$ cat src/rtl/enemy_wave_ctrl.sv
// rtl/enemy_wave_ctrl.sv - enemy wave scheduler: staggered slot spawn, kill tracking, level progression
module enemy_wave_ctrl #(
    parameter int N_SLOTS   = 8,
    parameter int COLS      = 4,
    parameter int X0        = 40,
    parameter int Y0        = 20,
    parameter int X_STEP    = 60,
    parameter int Y_STEP    = 50,
    parameter int HP_BASE   = 3,
    parameter int SPAWN_GAP = 2000000,
    parameter int PAUSE     = 50000000,
    parameter int MAX_LEVEL = 5
) (
    input  logic                   clock,
    input  logic                   reset,
    input  logic                   start,
    input  logic                   abort,
    input  logic [N_SLOTS-1:0]     enemy_dead,
    output logic [N_SLOTS-1:0]     initialize,
    output logic [20*N_SLOTS-1:0]  slot_pos,
    output logic [9:0]             init_hp,
    output logic [9:0]             level,
    output logic [4:0]             alive_count,
    output logic                   wave_clear,
    output logic                   game_won,
    output logic                   busy
);

    typedef enum logic [2:0] {
        S_IDLE,
        S_SPAWN,
        S_ACTIVE,
        S_CLEAR,
        S_DONE
    } state_t;

    localparam logic [23:0] GAP_RELOAD   = 24'(SPAWN_GAP - 1);
    localparam logic [26:0] PAUSE_RELOAD = 27'(PAUSE - 1);
    localparam logic [4:0]  SLOT_END     = 5'(N_SLOTS);
    localparam logic [9:0]  MAX_LVL      = 10'(MAX_LEVEL);

    function automatic logic [9:0] hp_for(input logic [9:0] lvl);
        int sum;
        sum = HP_BASE + int'(lvl) - 1;
        hp_for = (sum > 1023) ? 10'd1023 : sum[9:0];
    endfunction

    state_t               state_q, state_d;
    logic [N_SLOTS-1:0]   init_q, init_d;
    logic [4:0]           idx_q, idx_d;
    logic [23:0]          gap_q, gap_d;
    logic [26:0]          pause_q, pause_d;
    logic [9:0]           level_q, level_d;
    logic [9:0]           hp_q, hp_d;
    logic                 wave_clear_q, wave_clear_d;
    logic                 game_won_q, game_won_d;
    logic                 busy_q, busy_d;
    logic [4:0]           alive_n;

    // Formation positions are fixed by parameters, so they are pure wiring.
    for (genvar i = 0; i < N_SLOTS; i++) begin : g_pos
        localparam int         PX   = X0 + (i % COLS) * X_STEP;
        localparam int         PY   = Y0 + (i / COLS) * Y_STEP;
        localparam logic [9:0] PX10 = PX[9:0];
        localparam logic [9:0] PY10 = PY[9:0];
        assign slot_pos[20*i +: 20] = {PX10, PY10};
    end

    always_comb begin
        alive_n = '0;
        for (int i = 0; i < N_SLOTS; i++) begin
            alive_n = alive_n + 5'(init_q[i] & ~enemy_dead[i]);
        end
    end

    always_comb begin
        state_d      = state_q;
        init_d       = init_q;
        idx_d        = idx_q;
        gap_d        = gap_q;
        pause_d      = pause_q;
        level_d      = level_q;
        hp_d         = hp_q;
        wave_clear_d = 1'b0;
        if (abort) begin
            state_d = S_IDLE;
            init_d  = '0;
            idx_d   = '0;
            gap_d   = '0;
            pause_d = '0;
            level_d = 10'd1;
            hp_d    = hp_for(10'd1);
        end else begin
            case (state_q)
                S_IDLE, S_DONE: begin
                    if (start) begin
                        state_d = S_SPAWN;
                        init_d  = '0;
                        idx_d   = '0;
                        gap_d   = '0;
                        level_d = 10'd1;
                        hp_d    = hp_for(10'd1);
                    end
                end
                S_SPAWN: begin
                    // Kills are deliberately not examined here; every slot spawns first.
                    if (idx_q == SLOT_END) begin
                        state_d = S_ACTIVE;
                    end else if (gap_q == '0) begin
                        for (int i = 0; i < N_SLOTS; i++) begin
                            if (idx_q == 5'(i)) begin
                                init_d[i] = 1'b1;
                            end
                        end
                        idx_d = idx_q + 5'd1;
                        gap_d = GAP_RELOAD;
                    end else begin
                        gap_d = gap_q - 24'd1;
                    end
                end
                S_ACTIVE: begin
                    if (alive_n == '0) begin
                        state_d      = S_CLEAR;
                        wave_clear_d = 1'b1;
                        init_d       = '0;
                        pause_d      = PAUSE_RELOAD;
                    end
                end
                S_CLEAR: begin
                    if (pause_q == '0) begin
                        if (level_q == MAX_LVL) begin
                            state_d = S_DONE;
                        end else begin
                            state_d = S_SPAWN;
                            level_d = level_q + 10'd1;
                            hp_d    = hp_for(level_q + 10'd1);
                            idx_d   = '0;
                            gap_d   = '0;
                        end
                    end else begin
                        pause_d = pause_q - 27'd1;
                    end
                end
                default: begin
                    state_d = S_IDLE;
                    init_d  = '0;
                end
            endcase
        end
        game_won_d = (state_d == S_DONE);
        busy_d     = (state_d == S_SPAWN) || (state_d == S_ACTIVE) || (state_d == S_CLEAR);
    end

    always_ff @(posedge clock or negedge reset) begin
        if (!reset) begin
            state_q      <= S_IDLE;
            init_q       <= '0;
            idx_q        <= '0;
            gap_q        <= '0;
            pause_q      <= '0;
            level_q      <= 10'd1;
            hp_q         <= hp_for(10'd1);
            wave_clear_q <= 1'b0;
            game_won_q   <= 1'b0;
            busy_q       <= 1'b0;
        end else begin
            state_q      <= state_d;
            init_q       <= init_d;
            idx_q        <= idx_d;
            gap_q        <= gap_d;
            pause_q      <= pause_d;
            level_q      <= level_d;
            hp_q         <= hp_d;
            wave_clear_q <= wave_clear_d;
            game_won_q   <= game_won_d;
            busy_q       <= busy_d;
        end
    end

    assign initialize  = init_q;
    assign init_hp     = hp_q;
    assign level       = level_q;
    assign alive_count = alive_n;
    assign wave_clear  = wave_clear_q;
    assign game_won    = game_won_q;
    assign busy        = busy_q;

endmodule

$ cat config.mk
export PLATFORM = sky130hd
export DESIGN_NAME = enemy_wave_ctrl
export DESIGN_NICKNAME = d
export VERILOG_FILES = /design/src/rtl/enemy_wave_ctrl.sv
export SDC_FILE = /design/constraint.sdc
export NUM_CORES = 1
export LEC_CHECK = 0
export ABC_AREA = 0
export ABC_CLOCK_PERIOD_IN_PS = 6000
export BUFFER_PORTS_ARGS = -buffer_cell sky130_fd_sc_hd__buf_2
export CAP_MARGIN = 25
export CELL_PAD_IN_SITES_DETAIL_PLACEMENT = 1
export CELL_PAD_IN_SITES_GLOBAL_PLACEMENT = 2
export CORE_MARGIN = 3
export CORE_UTILIZATION = 30
export DETAILED_ROUTE_END_ITERATION = 8
export PLACE_DENSITY = 0.93
export SYNTH_ARGS = -nofsm -noshare
export SYNTH_HDL_FRONTEND = slang
export SYNTH_SLANG_ARGS = --single-unit
$ cat constraint.sdc
create_clock -name clock -period 6 [get_ports clock]
set_input_delay 0.6 -clock clock [delete_from_list [all_inputs] [get_ports clock]]
set_output_delay 0.6 -clock clock [all_outputs]
set_load 0.02 [all_outputs]
==> results.cfg <==
[setup_path]
regToRegSetupSlack_ns = 1.43
crit_required_ns = 6.29
crit_chain = buf_2 > nand2b_1 > fa_1 > fa_1 > inv_1 > fa_1 > ha_1 > inv_1 > fa_1 > nor3b_1 > o2111ai_1 > nand2b_1 > buf_4 > nor2_1 > buf_4 > or3_1 > a21oi_1
end_kind = flop
cp-startpoint = enemy_dead[0]
reg2reg_from = initialize[0]
worstSetupPathType = primary input to flop
worst_setup_path_start_kind = primary input
worstReg2RegEnd = pause_q[18]
cp.arrival_ns = 4.89
critPathMaxFanout = 24
cp_slowest_cell = fa_1
slowest_delay_ns = 0.55
rr_worst_depth = 16
critPathCapture = pause_q[18]
crit_top_cell = fa_1

[timing]
fin_ws_ns = 1.400
slew_headroom_pct = 44.74
whs_ns = 0.1603
max_freq_mhz = 217.4
period_share_pct = 76.66
tightest_slew_ns = 0.8290
rsz0062_at_grt = no
clock_skew_ns = 0.007591
finalSetupViolCount = 0
final-hold-violation-count = 0
fin_setup_tns_ns = 0
finalWorstPathRequiredPeriod_ns = 4.600
maxSlewViolCount = 0

[floorplan]
design.portCount = 208
fp.dieW_um = 157.2
initial_utilization_pct = 30.96
die_h_um = 157.2
rows = 54
dieArea_mm2 = 0.02472
core_area_mm2 = 0.02216

[pwr]
power_density_mw_per_mm2 = 276.8
p_leak_nw = 3.494
switching_share_pct = 40.93
seq_power_share_pct = 36.6
pwr-share-clk_pct = 28.0
vdd.ir_drop.worst_mv = 0.1425
power_frac_comb_pct = 35.3
internal_power_mw = 1.149
switchingPower_mw = 0.7962

[yosys]
ys_seq_area_share_pct = 32.88
netlist-cell-type-count = 72
synth-edff-count = 0
avgSynthCellArea_um2 = 8.256
synth_ff_type = dfrtp_1
syn_inst = 831
synth_warnings = 0
synth.cell_area_mm2 = 0.006860
async_reset_ff_share_pct = 100.0
synth-seq-cells = 90

[drt]
vias_per_cell = 4.846
wl_mm = 17.49
vias = 5534
ant_nets = 0
wl_per_cell_um = 15.32
drc_errors = 0
first_iter_violations = 268
dr.pass1.iters = 7

[place]
dp_hpwl_mm = 12.67
place_congestion = 0.8482
place_inst = 1126
io_buffers = 46
place_ws_ns = 0.9916

[cts]
h-tree-depth = 3
cts_sinks = 90
hold_buffers = 0
root_buffer = clkbuf_16
postCtsSetupRepairBufs = 0
clkTransAtPathRegs_ns = 0.07
clock_latency_ns = 0.36
cts.repair.resized = 0
cts.path.max_buffers = 2
cts_tree = yes
cts_buffers = 9

[global_route]
grt_overflow_total = 0
grt_pass1_vias = 5426
grt_pass1_wl_mm = 28.06
grt_max_degree = 63
grtUsageTotal_pct = 13.93
antenna_found_initial = 1

[final_layout]
multi_input_area_mm2 = 0.003754
final_cells = 1142
antennaDiodeCount = 0
layout-drive-gt1-share_pct = 11.02
syn2layout_area_growth_pct = 2.462
fill_cells = 2732
regArea_mm2 = 0.002256
final_nets = 887

[hold_path]
hold_path.class = primary input to asynchronous set/reset pin

[run_status]
run_status = finished clean

[job]
cap_violations = 0
## critical path, delay by kind of cell
family | cells | cell delay, ns
AO/OA/AOI/OAI | 2 | 0.37
adder cells (fa/ha/maj) | 5 | 2.29
buffers and inverters | 5 | 0.62
AND/OR/NAND/NOR | 5 | 1.00
## through the flow
stage,total power [mW],cell area [um2],util [%]
floorplan,1.324,7457,-
global placement,1.386,6746,30.44
detailed placement,1.409,6751,30.47
CTS,1.967,7029,31.72
global route,2.085,7029,31.72
finish,1.945,7029,31.72
## cell families (layout without fill, tap and decap cells)
logic type	Yosys count	count (layout)	synth area share (%)
AO/OA/AOI/OAI	211	211	20.21
XOR/XNOR	13	13	1.660
adder cells (fa/ha/maj)	18	18	3.721
buffers and inverters	224	96	21.28
flip-flops	90	90	32.88
other	2	161	0.1095
AND/OR/NAND/NOR	273	273	20.14
## final cells by class
| class | instances | share of cell area, % |
|---|---|---|
| Multi-Input combinational cell | 676 | 53.40 |
| Tap cell | 280 | 4.984 |
| Clock inverter | 7 | 0.7476 |
| Sequential cell | 90 | 32.09 |
| Inverter | 25 | 1.335 |
| Clock buffer | 9 | 3.204 |
| Timing Repair Buffer | 55 | 4.236 |
## placed cells by master (no fill, tap or decap), types with 7 or more instances in the layout
cell | synthesis | final
o22a_1 | 9 | 9
or3_1 | 8 | 8
nand3_1 | 14 | 14
a21oi_1 | 49 | 48
nand2_1 | 60 | 60
conb_1 | 2 | 161
ha_1 | 14 | 14
nor3_1 | 21 | 21
nor4_1 | 8 | 8
inv_1 | 25 | 25
buf_4 | 162 | 9
nand2b_1 | 15 | 15
a41oi_1 | 9 | 9
clkbuf_16 | 0 | 9
dfrtp_1 | 87 | 87
o31ai_1 | 11 | 11
o21ai_0 | 66 | 66
nor2_1 | 83 | 83
a31oi_1 | 7 | 7
nor2b_1 | 12 | 12
buf_2 | 9 | 46
xor2_1 | 8 | 8
## power by group through the flow
stage	sequential [mW]	combinational [mW]	clock, mW
after detailed placement	0.722	0.687	0
after global routing	0.721	0.774	0.590
after global placement	0.720	0.666	0
after CTS	0.711	0.689	0.567
after floorplan	0.710	0.614	0
final	0.713	0.687	0.545
## worst min path at each step
stage,from,end,slack (ns),cells after the start
2_1_floorplan,reset,busy,0.30,0
3_3_place_gp,init_hp[3],init_hp[3],0.44,2
3_5_place_dp,init_hp[2],init_hp[2],0.46,2
4_1_cts,reset,pause_q[19],0.17,1
5_1_grt,reset,pause_q[2],0.19,1
6_report,reset,pause_q[2],0.16,1
## state kept, by name (all words and copies together) (netlist names)
signal,count
busy,1
wave_clear,1
game_won,1
initialize,8
init_hp,10
idx_q,5
pause_q,27
gap_q,24
state_q,3
level,10
## metal layers
metal,track usage (%),vias to the layer above,routed length (um)
met5,0,-,20
met1,16.98,2736,7472
met2,24.20,125,8845
met4,3.843,2,271
li1,-,2648,-
met3,3.822,23,881
## cell usage after synthesis (3+ instances only)
cell type | count | area, um2
fa_1 | 4 | 80.08
a211o_1 | 3 | 26.28
o21a_1 | 3 | 22.52
a21boi_0 | 5 | 37.54
o211ai_1 | 4 | 30.03
nand2b_1 | 15 | 93.84
and2_1 | 4 | 25.02
inv_1 | 25 | 93.84
o31ai_1 | 11 | 82.58
a221o_1 | 3 | 30.03
buf_2 | 9 | 45.04
nor2_1 | 83 | 311.6
a21oi_1 | 49 | 245.2
o41ai_1 | 5 | 43.79
a21o_1 | 4 | 30.03
o22a_1 | 9 | 78.83
a2bb2oi_1 | 3 | 26.28
a22o_1 | 3 | 26.28
xnor2_1 | 5 | 43.79
xor2_1 | 8 | 70.07
dfrtp_1 | 87 | 2177
nor3b_1 | 3 | 22.52
or3_1 | 8 | 50.05
nor4_1 | 8 | 50.05
nor2b_1 | 12 | 75.07
nor3_1 | 21 | 105.1
nand3b_1 | 5 | 37.54
nand4_1 | 6 | 37.54
nor4b_1 | 4 | 35.03
buf_4 | 162 | 1216
or2_2 | 5 | 31.28
and3_1 | 6 | 37.54
ha_1 | 14 | 175.2
o2bb2ai_1 | 3 | 26.28
clkbuf_1 | 27 | 101.4
o31a_1 | 3 | 26.28
dfstp_2 | 3 | 78.83
or4_1 | 6 | 45.04
a41oi_1 | 9 | 78.83
nand2_1 | 60 | 225.2
a31oi_1 | 7 | 43.79
o21ai_0 | 66 | 330.3
nand3_1 | 14 | 70.07
No activity file was read; power rests on OpenSTA's default activity.
